## config.mk

```make
export PLATFORM = sky130hd
export DESIGN_NAME = mc_main_ctrl
export DESIGN_NICKNAME = d
export VERILOG_FILES = /design/src/rtl/mc_ctrl_pkg.sv /design/src/rtl/mc_mem_timeout.sv /design/src/rtl/mc_main_ctrl.sv
export SDC_FILE = /design/constraint.sdc
export NUM_CORES = 1
export LEC_CHECK = 0
export CAP_MARGIN = 5
export CORE_MARGIN = 3
export CORE_UTILIZATION = 41
export DETAILED_ROUTE_END_ITERATION = 8
export GPL_ROUTABILITY_DRIVEN = 0
export HOLD_SLACK_MARGIN = 0.12
export MAX_ROUTING_LAYER = met4
export PLACE_DENSITY = 0.75
export SYNTH_ARGS = -nofsm -noshare
export SYNTH_HDL_FRONTEND = slang
export SYNTH_SLANG_ARGS = --single-unit
```

## constraint.sdc

```tcl
create_clock -name clk -period 2 [get_ports clk]
set_clock_uncertainty 0.05 [all_clocks]
set_input_delay 0.3 -clock clk [delete_from_list [all_inputs] [get_ports clk]]
set_output_delay 0.3 -clock clk [all_outputs]
set_load 0.1 [all_outputs]
```

## src/rtl/mc_ctrl_pkg.sv

```systemverilog
// mc_ctrl_pkg: shared encodings for the multicycle main control FSM.
// State, opcode, aluop and datapath mux-select constants.
package mc_ctrl_pkg;

  typedef enum logic [3:0] {
    S_FETCH    = 4'd0,
    S_DECODE   = 4'd1,
    S_EXEC_R   = 4'd2,
    S_EXEC_I   = 4'd3,
    S_ALU_WB   = 4'd4,
    S_MEM_ADDR = 4'd5,
    S_MEM_RD   = 4'd6,
    S_MEM_WB   = 4'd7,
    S_MEM_WR   = 4'd8,
    S_BRANCH   = 4'd9,
    S_JAL      = 4'd10,
    S_HALT     = 4'd15
  } state_t;

  localparam logic [6:0] OP_R      = 7'b0110011;
  localparam logic [6:0] OP_I      = 7'b0010011;
  localparam logic [6:0] OP_LOAD   = 7'b0000011;
  localparam logic [6:0] OP_STORE  = 7'b0100011;
  localparam logic [6:0] OP_BRANCH = 7'b1100011;
  localparam logic [6:0] OP_JAL    = 7'b1101111;

  localparam logic [1:0] ALUOP_ADD = 2'b00;
  localparam logic [1:0] ALUOP_SUB = 2'b01;
  localparam logic [1:0] ALUOP_R   = 2'b10;
  localparam logic [1:0] ALUOP_I   = 2'b11;

  localparam logic [1:0] SRCA_PC    = 2'b00;
  localparam logic [1:0] SRCA_RS1   = 2'b01;
  localparam logic [1:0] SRCA_OLDPC = 2'b10;

  localparam logic [1:0] SRCB_RS2 = 2'b00;
  localparam logic [1:0] SRCB_4   = 2'b01;
  localparam logic [1:0] SRCB_IMM = 2'b10;

  localparam logic [1:0] WB_ALU = 2'b00;
  localparam logic [1:0] WB_MEM = 2'b01;
  localparam logic [1:0] WB_PC  = 2'b10;

endpackage

```

## src/rtl/mc_mem_timeout.sv

```systemverilog
// mc_mem_timeout: wait counter for memory handshakes.
// expire fires on the last allowed cycle if ready is still low.
module mc_mem_timeout #(
  parameter int TIMEOUT_CYC = 16,
  parameter int CNT_W       = 5
) (
  input  logic clk,
  input  logic rst_n,
  input  logic clear,
  input  logic en,
  input  logic ready,
  output logic expire
);

  localparam logic [CNT_W-1:0] LIM =
    CNT_W'(TIMEOUT_CYC > 0 ? TIMEOUT_CYC - 1 : 0);

  logic [CNT_W-1:0] cnt;

  // count cycles spent waiting; any state change restarts the count
  always_ff @(posedge clk or negedge rst_n) begin
    if (!rst_n) begin
      cnt <= '0;
    end else if (clear) begin
      cnt <= '0;
    end else if (en && !ready) begin
      cnt <= cnt + CNT_W'(1);
    end
  end

  assign expire = (TIMEOUT_CYC != 0) && en
                && !ready && (cnt == LIM);

endmodule

```

## src/rtl/mc_main_ctrl.sv

```systemverilog
// mc_main_ctrl: multicycle main control FSM (RV32I subset).
// Define MC_CTRL_JAL_EN to decode JAL; otherwise it is illegal.
module mc_main_ctrl
  import mc_ctrl_pkg::*;
#(
  parameter int TIMEOUT_CYC = 16,
  parameter int CNT_W       = 5
) (
  input  logic       clk,
  input  logic       rst_n,
  input  logic [6:0] opcode,
  input  logic       mem_ready,
  output logic       mem_req,
  output logic       mem_we,
  output logic       i_or_d,
  output logic       ir_write,
  output logic       pc_write,
  output logic       pc_write_cond,
  output logic       pc_src,
  output logic [1:0] alu_src_a,
  output logic [1:0] alu_src_b,
  output logic [1:0] aluop,
  output logic       reg_write,
  output logic [1:0] wb_sel,
  output logic       illegal,
  output logic       bus_err,
  output logic       halted,
  output logic [3:0] state_o
);

  state_t state, state_n;
  logic   to_en, to_clr, to_exp;
  logic   set_ill;

  assign to_en = (state == S_FETCH)
              || (state == S_MEM_RD)
              || (state == S_MEM_WR);
  assign to_clr  = (state_n != state);
  assign state_o = state;

  mc_mem_timeout #(
    .TIMEOUT_CYC(TIMEOUT_CYC),
    .CNT_W      (CNT_W)
  ) u_to (
    .clk   (clk),
    .rst_n (rst_n),
    .clear (to_clr),
    .en    (to_en),
    .ready (mem_ready),
    .expire(to_exp)
  );

  // state register and sticky error flags
  always_ff @(posedge clk or negedge rst_n) begin
    if (!rst_n) begin
      state   <= S_FETCH;
      illegal <= 1'b0;
      bus_err <= 1'b0;
    end else begin
      state <= state_n;
      if (set_ill) illegal <= 1'b1;
      if (to_exp)  bus_err <= 1'b1;
    end
  end

  // next state and Moore outputs (FETCH strobes gated by mem_ready)
  always_comb begin
    state_n       = state;
    set_ill       = 1'b0;
    mem_req       = 1'b0;
    mem_we        = 1'b0;
    i_or_d        = 1'b0;
    ir_write      = 1'b0;
    pc_write      = 1'b0;
    pc_write_cond = 1'b0;
    pc_src        = 1'b0;
    alu_src_a     = SRCA_PC;
    alu_src_b     = SRCB_RS2;
    aluop         = ALUOP_ADD;
    reg_write     = 1'b0;
    wb_sel        = WB_ALU;
    halted        = 1'b0;
    unique case (state)
      S_FETCH: begin
        mem_req   = 1'b1;
        alu_src_b = SRCB_4;
        ir_write  = mem_ready;
        pc_write  = mem_ready;
        if (mem_ready)   state_n = S_DECODE;
        else if (to_exp) state_n = S_HALT;
      end
      S_DECODE: begin
        alu_src_a = SRCA_OLDPC;
        alu_src_b = SRCB_IMM;
        unique case (1'b1)
          (opcode == OP_R):      state_n = S_EXEC_R;
          (opcode == OP_I):      state_n = S_EXEC_I;
          (opcode == OP_LOAD),
          (opcode == OP_STORE):  state_n = S_MEM_ADDR;
          (opcode == OP_BRANCH): state_n = S_BRANCH;
`ifdef MC_CTRL_JAL_EN
          (opcode == OP_JAL):    state_n = S_JAL;
`endif
          default: begin
            state_n = S_HALT;
            set_ill = 1'b1;
          end
        endcase
      end
      S_EXEC_R: begin
        alu_src_a = SRCA_RS1;
        alu_src_b = SRCB_RS2;
        aluop     = ALUOP_R;
        state_n   = S_ALU_WB;
      end
      S_EXEC_I: begin
        alu_src_a = SRCA_RS1;
        alu_src_b = SRCB_IMM;
        aluop     = ALUOP_I;
        state_n   = S_ALU_WB;
      end
      S_ALU_WB: begin
        reg_write = 1'b1;
        wb_sel    = WB_ALU;
        state_n   = S_FETCH;
      end
      S_MEM_ADDR: begin
        alu_src_a = SRCA_RS1;
        alu_src_b = SRCB_IMM;
        aluop     = ALUOP_ADD;
        state_n   = (opcode == OP_LOAD) ? S_MEM_RD
                                        : S_MEM_WR;
      end
      S_MEM_RD: begin
        mem_req = 1'b1;
        i_or_d  = 1'b1;
        if (mem_ready)   state_n = S_MEM_WB;
        else if (to_exp) state_n = S_HALT;
      end
      S_MEM_WB: begin
        reg_write = 1'b1;
        wb_sel    = WB_MEM;
        state_n   = S_FETCH;
      end
      S_MEM_WR: begin
        mem_req = 1'b1;
        i_or_d  = 1'b1;
        mem_we  = 1'b1;
        if (mem_ready)   state_n = S_FETCH;
        else if (to_exp) state_n = S_HALT;
      end
      S_BRANCH: begin
        alu_src_a     = SRCA_RS1;
        alu_src_b     = SRCB_RS2;
        aluop         = ALUOP_SUB;
        pc_write_cond = 1'b1;
        pc_src        = 1'b1;
        state_n       = S_FETCH;
      end
`ifdef MC_CTRL_JAL_EN
      S_JAL: begin
        reg_write = 1'b1;
        wb_sel    = WB_PC;
        pc_write  = 1'b1;
        pc_src    = 1'b1;
        state_n   = S_FETCH;
      end
`endif
      S_HALT: begin
        halted  = 1'b1;
        state_n = S_HALT;
      end
      default: begin
        state_n = S_HALT;
      end
    endcase
  end

endmodule

```

# Word-level counts from Yosys, hierarchy flattened
# Index checks and enable logic that the tools add are counted.
# classes
add_sub_neg,1
n_mul,0
div,0
order_cmp,0
n_eq_ne,17
shift,0
n_mux,22
bitwise_logic,0
reduce_logical,16
# op_table
cell,count
case mux 4 bit (7 select lines),1
2-to-1 mux 4 bit,5
== test 4 x 3 -> 1 bit (second input constant),4
case mux 4 bit (4 select lines),1
== test 7 x 6 -> 1 bit (second input constant),2
== test 4 bit (second input constant),3
2-to-1 mux 1 bit,10
2-to-1 mux 5 bit,2
OR reduction 3 bit,3
== test 4 x 2 -> 1 bit (second input constant),2
case mux 2 bit (2 select lines),2
OR reduction 2 bit,4
== test 7 x 2 -> 1 bit (second input constant),1
== test 7 x 5 -> 1 bit (second input constant),1
== test 7 bit (second input constant),1
case mux 2 bit (3 select lines),1
adder 5 x 1 -> 5 bit (second input constant),1
== test 5 x 4 -> 1 bit (second input constant),1
OR reduction 5 bit,1
== test 4 x 1 -> 1 bit (second input constant),1
logical NOT 4 bit,1
inequality test 4 bit,1
OR reduction 4 bit,1
logical AND 1 bit,2
other kinds (3),4
# totals
ff_bits,11
latchBits,0
mem_bits_rw,0
romBits,0
in_bits,10
out_inout_bits,23
elab_cells,60
mem_count,0

# Logic depth before layout (Yosys ltp)
# logic_depth
depth_word,10
mapped_depth,8
ltp_nobuf,8

# Modules after synthesis
# Synthesis repeated with hierarchy kept, for this count alone.
# hier_totals
hier_cells,118
hier_area_um2,968.4
# modules_own_cells
mod,instances,cells_per_inst,area_per_inst_um2,seq_area_each_um2
mc_main_ctrl,1,93,673.1,150.1
mc_mem_timeout,1,25,295.3,125.1

# Worst setup path after synthesis
# OpenSTA, ideal clock, no wires.
# synth_path
kind,register to output
startpoint,"register state[0], in the netlist state_o[0]"
endpoint,output port pc_write
arrival_time_ns,5.554
required_ns,1.650
path_slack_ns,-3.904
stages_incl_launch_ff,5
path_cell_list,dfrtp_1 > buf_2 > nor4_1 > and2_1 > buf_4
# synth_via
elab_chain_cells,2
# synth_rtl
item,line,text
start: declaration,mc_main_ctrl.sv:31,"state_t state, state_n;"
start signal: assignment,mc_main_ctrl.sv:60,state <= state_n;
logical NOT 4 bit,--,
2-to-1 mux 1 bit,--,
end: declaration,mc_main_ctrl.sv:17,"output logic pc_write,"
# No other way between the ends.

# Worst setup path after layout
# layout_path
startpoint,"register state[1], in the netlist state_o[1]"
endpoint,"register state[2], in the netlist state_o[2]"
# layout_via
elab_chain_cells,8
elab_cells_between_ends,21
classes_between,eq/ne: 9; mux: 5; reduce/logical: 7
# layout_rtl
item,line,text
== test 4 x 3 -> 1 bit / logical NOT 4 bit (equally long branches),"mc_main_ctrl.sv:36, mc_main_ctrl.sv:83, mc_main_ctrl.sv:35",
logical OR 1 bit,mc_main_ctrl.sv:36,|| (state == S_MEM_RD)
logical OR 1 bit,mc_main_ctrl.sv:37,|| (state == S_MEM_WR);
logical AND 1 bit (2 in a row),mc_mem_timeout.sv:32,&& !ready && (cnt == LIM);
2-to-1 mux 4 bit,"mc_main_ctrl.sv:90, mc_main_ctrl.sv:138, mc_main_ctrl.sv:150",
"2-to-1 mux 4 bit, on equally long branches","mc_main_ctrl.sv:149, mc_main_ctrl.sv:89, mc_main_ctrl.sv:137",
case mux 4 bit (7 select lines) *,mc_main_ctrl.sv:83,unique case (state)
net state_n[2],mc_main_ctrl.sv:31,
# The timed path passes the listed nets; every way through them passes the cells marked *.
# A chain may end at the register's enable or synchronous reset.

==> out/metrics.csv <==
stage;metric;value;unit
run_status;outcome;finished, violations left;
run_status;failing checks;negative setup slack;
timing;portion of the clock cycle consumed by the worst path in the final layout;106.6;%
critical_path;critical path data arrival time;2.23;ns
timing;final total negative setup slack;-0.6212;ns
timing;number of setup violations in the final report;8;
drt;number of nets with antenna violations after detailed routing;0;
global_routing;initial antenna violation count;0;
yosys;post-synthesis async set-or-reset flop share;100.0;%
yosys;post-synth net total;133;
yosys;sequential share of the synthesized area;27.33;%
critical_path;endpoint required time on the critical path;2.10;ns
final_layout;layout-stage area growth over the synthesis result;120.0;%
clock_tree;worst skew pair latency;0.28;ns
timing;unrepaired setup endpoints after global routing;yes;
yosys;ranking of synthesized cells by area;dfrtp_1 27%, nor2_1 6.3%, nand2b_1 3.7%;
floorplan;core region area;0.002276;sq mm
yosys;count of unique library cells instantiated by Yosys;44;
floorplan;chip height;55.57;um
placement;Post-Place Setup Slack;-0.2125;ns
clock_tree;clock-pin slew on the worst setup and hold paths;0.07;ns
min_path;worst min path class;input port to async pin;
timing;worst rel slew slack;58.33;%
drt;detailed-route DRC error count;0;
global_routing;GRT Resource Usage Total;22.82;%
critical_path;top fanout value on the critical path;7;
yosys;Post-synth EDFFs;0;
timing;Final Hold Violating Endpoints;0;
yosys;synth warn;0;
timing;Slew @ Worst Pin;0.6208;ns
drt;via-per-instance ratio;6.261;
timing;total count of max-transition violations in the final report;0;
global_routing;vias in the first global route;1175;
yosys;primary flip-flop cell chosen by synthesis mapping;dfrtp_1;
clock_tree;Num CTS Buffers;3;
floorplan;starting utilization of the core area;44.26;%
yosys;share of Yosys cell area claimed by the top area cell type;27.33;%
final_layout;Post-Layout Cell Count;226;
drt;routed wire length;5155;um
yosys;total standard cell area after synthesis;0.001007;sq mm
yosys;Post-Syn Instances;121;
yosys;library cell with the largest summed area after synthesis;dfrtp_1;
floorplan;site row count;17;
floorplan;Total Die Area;0.003087;sq mm
drt;detail-routed net length per standard cell;22.81;um
critical_path;capturing element type of the critical path;flip-flop;
critical_path;Critical Setup Path Class;flip-flop to flip-flop;
yosys;ranking of synthesized cells by instance count;17 x nor2_1, 11 x dfrtp_1, 7 x nand2_1;
yosys;Avg Synthesized Cell Area;8.324;sq um
global_routing;final global-route overflow total;0;
final_layout;proportion of layout cells with a drive suffix above 1;63.13;%
final_layout;diode insertion count for antenna repair;0;
drt;total iterations of the first detailed-routing run;4;
clock_tree;TritonCTS clock tree;built;
clock_tree;maximum buffer depth of the clock tree;2;
job;max-cap check violation count;0;
drt;via count;1415;
global_routing;maximum number of pins on one net before global-route repair;13;
yosys;most frequent cell after synthesis;nor2_1;
drt;DRC violation total after the first TritonRoute iteration;61;
global_routing;global-route wire length before repair;5547;um
placement;HPWL after detailed placement;2323;um
clock_tree;Sinks on Clock Net;11;
timing;clock period minus worst slack;2.133;ns
timing;final worst-path setup slack;-0.1326;ns
final_layout;final layout net count;211;
clock_tree;master cell of the clock root buffer;clkbuf_4;
placement;PortBufs;31;
floorplan;die boundary width;55.57;um
timing;peak clock frequency supported by timing;468.9;MHz
clock_tree;count of H-tree levels built during CTS;1;
placement;placed cells;195;
yosys;flops & latches, synth;11;
critical_path;crit path launch type;flip-flop;
floorplan;number of placed I/O pins;33;
==> logic make-up after synthesis <==
logic type	share of synthesized area [%]
AND/OR/NAND/NOR	36.77
AO/OA/AOI/OAI	21.99
adder cells (fa/ha/maj)	2.484
other	0.3723
flip-flops	27.33
XOR/XNOR	3.478
multiplexers	0.9938
buffers and inverters	6.583
==> critical path, stage by stage (launching register included) <==
cell and delay, ns:
dfrtp_4 0.54, or2_1 0.30, a22o_1 0.28, a211oi_4 0.29, o21ai_1 0.18, or3_1 0.37
==> metrics by stage <==
stage	instance area [sq um]	hold slack [ns]	utilization, %
5_1_grt	2216	0.3249	97.36
4_1_cts	1954	0.3207	85.87
2_1_floorplan	1165	-0.04559	-
6_report	2216	0.3151	97.36
3_3_place_gp	1805	0.4091	79.33
3_5_place_dp	1805	0.4229	79.33
==> registers in the layout (all words and copies together), names as in the netlist <==
register / flops
u_to.cnt: 5
state_o: 4
bus_err: 1
illegal: 1
==> per-layer routing <==
metal  vias to the layer above  GRT usage (%)  part of all wire, %
li1                        589              -                    -
met1                       697          25.61                   36
met2                       104          42.74                   52
met3                        25         0.4673                  6.8
met4                         0          8.333                  4.7
met5                         -              -                    0
==> path summary, 6_finish.rpt <==
check	depth (start not counted)	slack (ns)	endpoint	startpoint
setup / recovery	5	-0.13	state_o[2]	state_o[1]
hold / removal	1	0.32	state_o[0]	rst_n
setup reg to reg	5	-0.13	state_o[2]	state_o[1]
hold reg to reg	1	0.45	illegal	illegal
max in group asynchronous	1	1.19	state_o[1]	rst_n
min in group clk	1	0.45	illegal	illegal
==> cells in the final DEF (no fill, tap or decap), types with 2 or more instances in the layout <==
cell type and n:
a21oi_1 4, clkbuf_4 3, o21ai_0 2, dfrtp_1 7, nor3_2 5, clkdlybuf4s50_1 9, dfrtp_4 4, o21bai_1 3
o21ai_1 2, nand2b_1 4, and3_1 2, nor2_2 3, buf_4 43, nand2_1 7, buf_6 7, buf_12 21
nor2_4 5, nand2b_4 2, xnor2_1 4, nor2_1 9, o211ai_1 4, inv_1 5
==> final cells by class <==
type	count	area [sq um]
timing repair buffer	81	937.1
multi-input combinational	96	892.1
sequential	11	290.3
fill	35	60.06
inverter	6	35.03
tap	28	35.03
clock buffer	4	26.28
==> repair_timing <==
item,CTS,global route
pin swaps,5,20
endpoints found under the setup margin,12,12
gates cloned,0,1
resized for setup,13,27
setup buffers,12,16
hold buffers,0,0
Power is left out: the tool's default activity adds up to more than one toggle a clock period on the data nets, which glitch-free logic cannot reach.
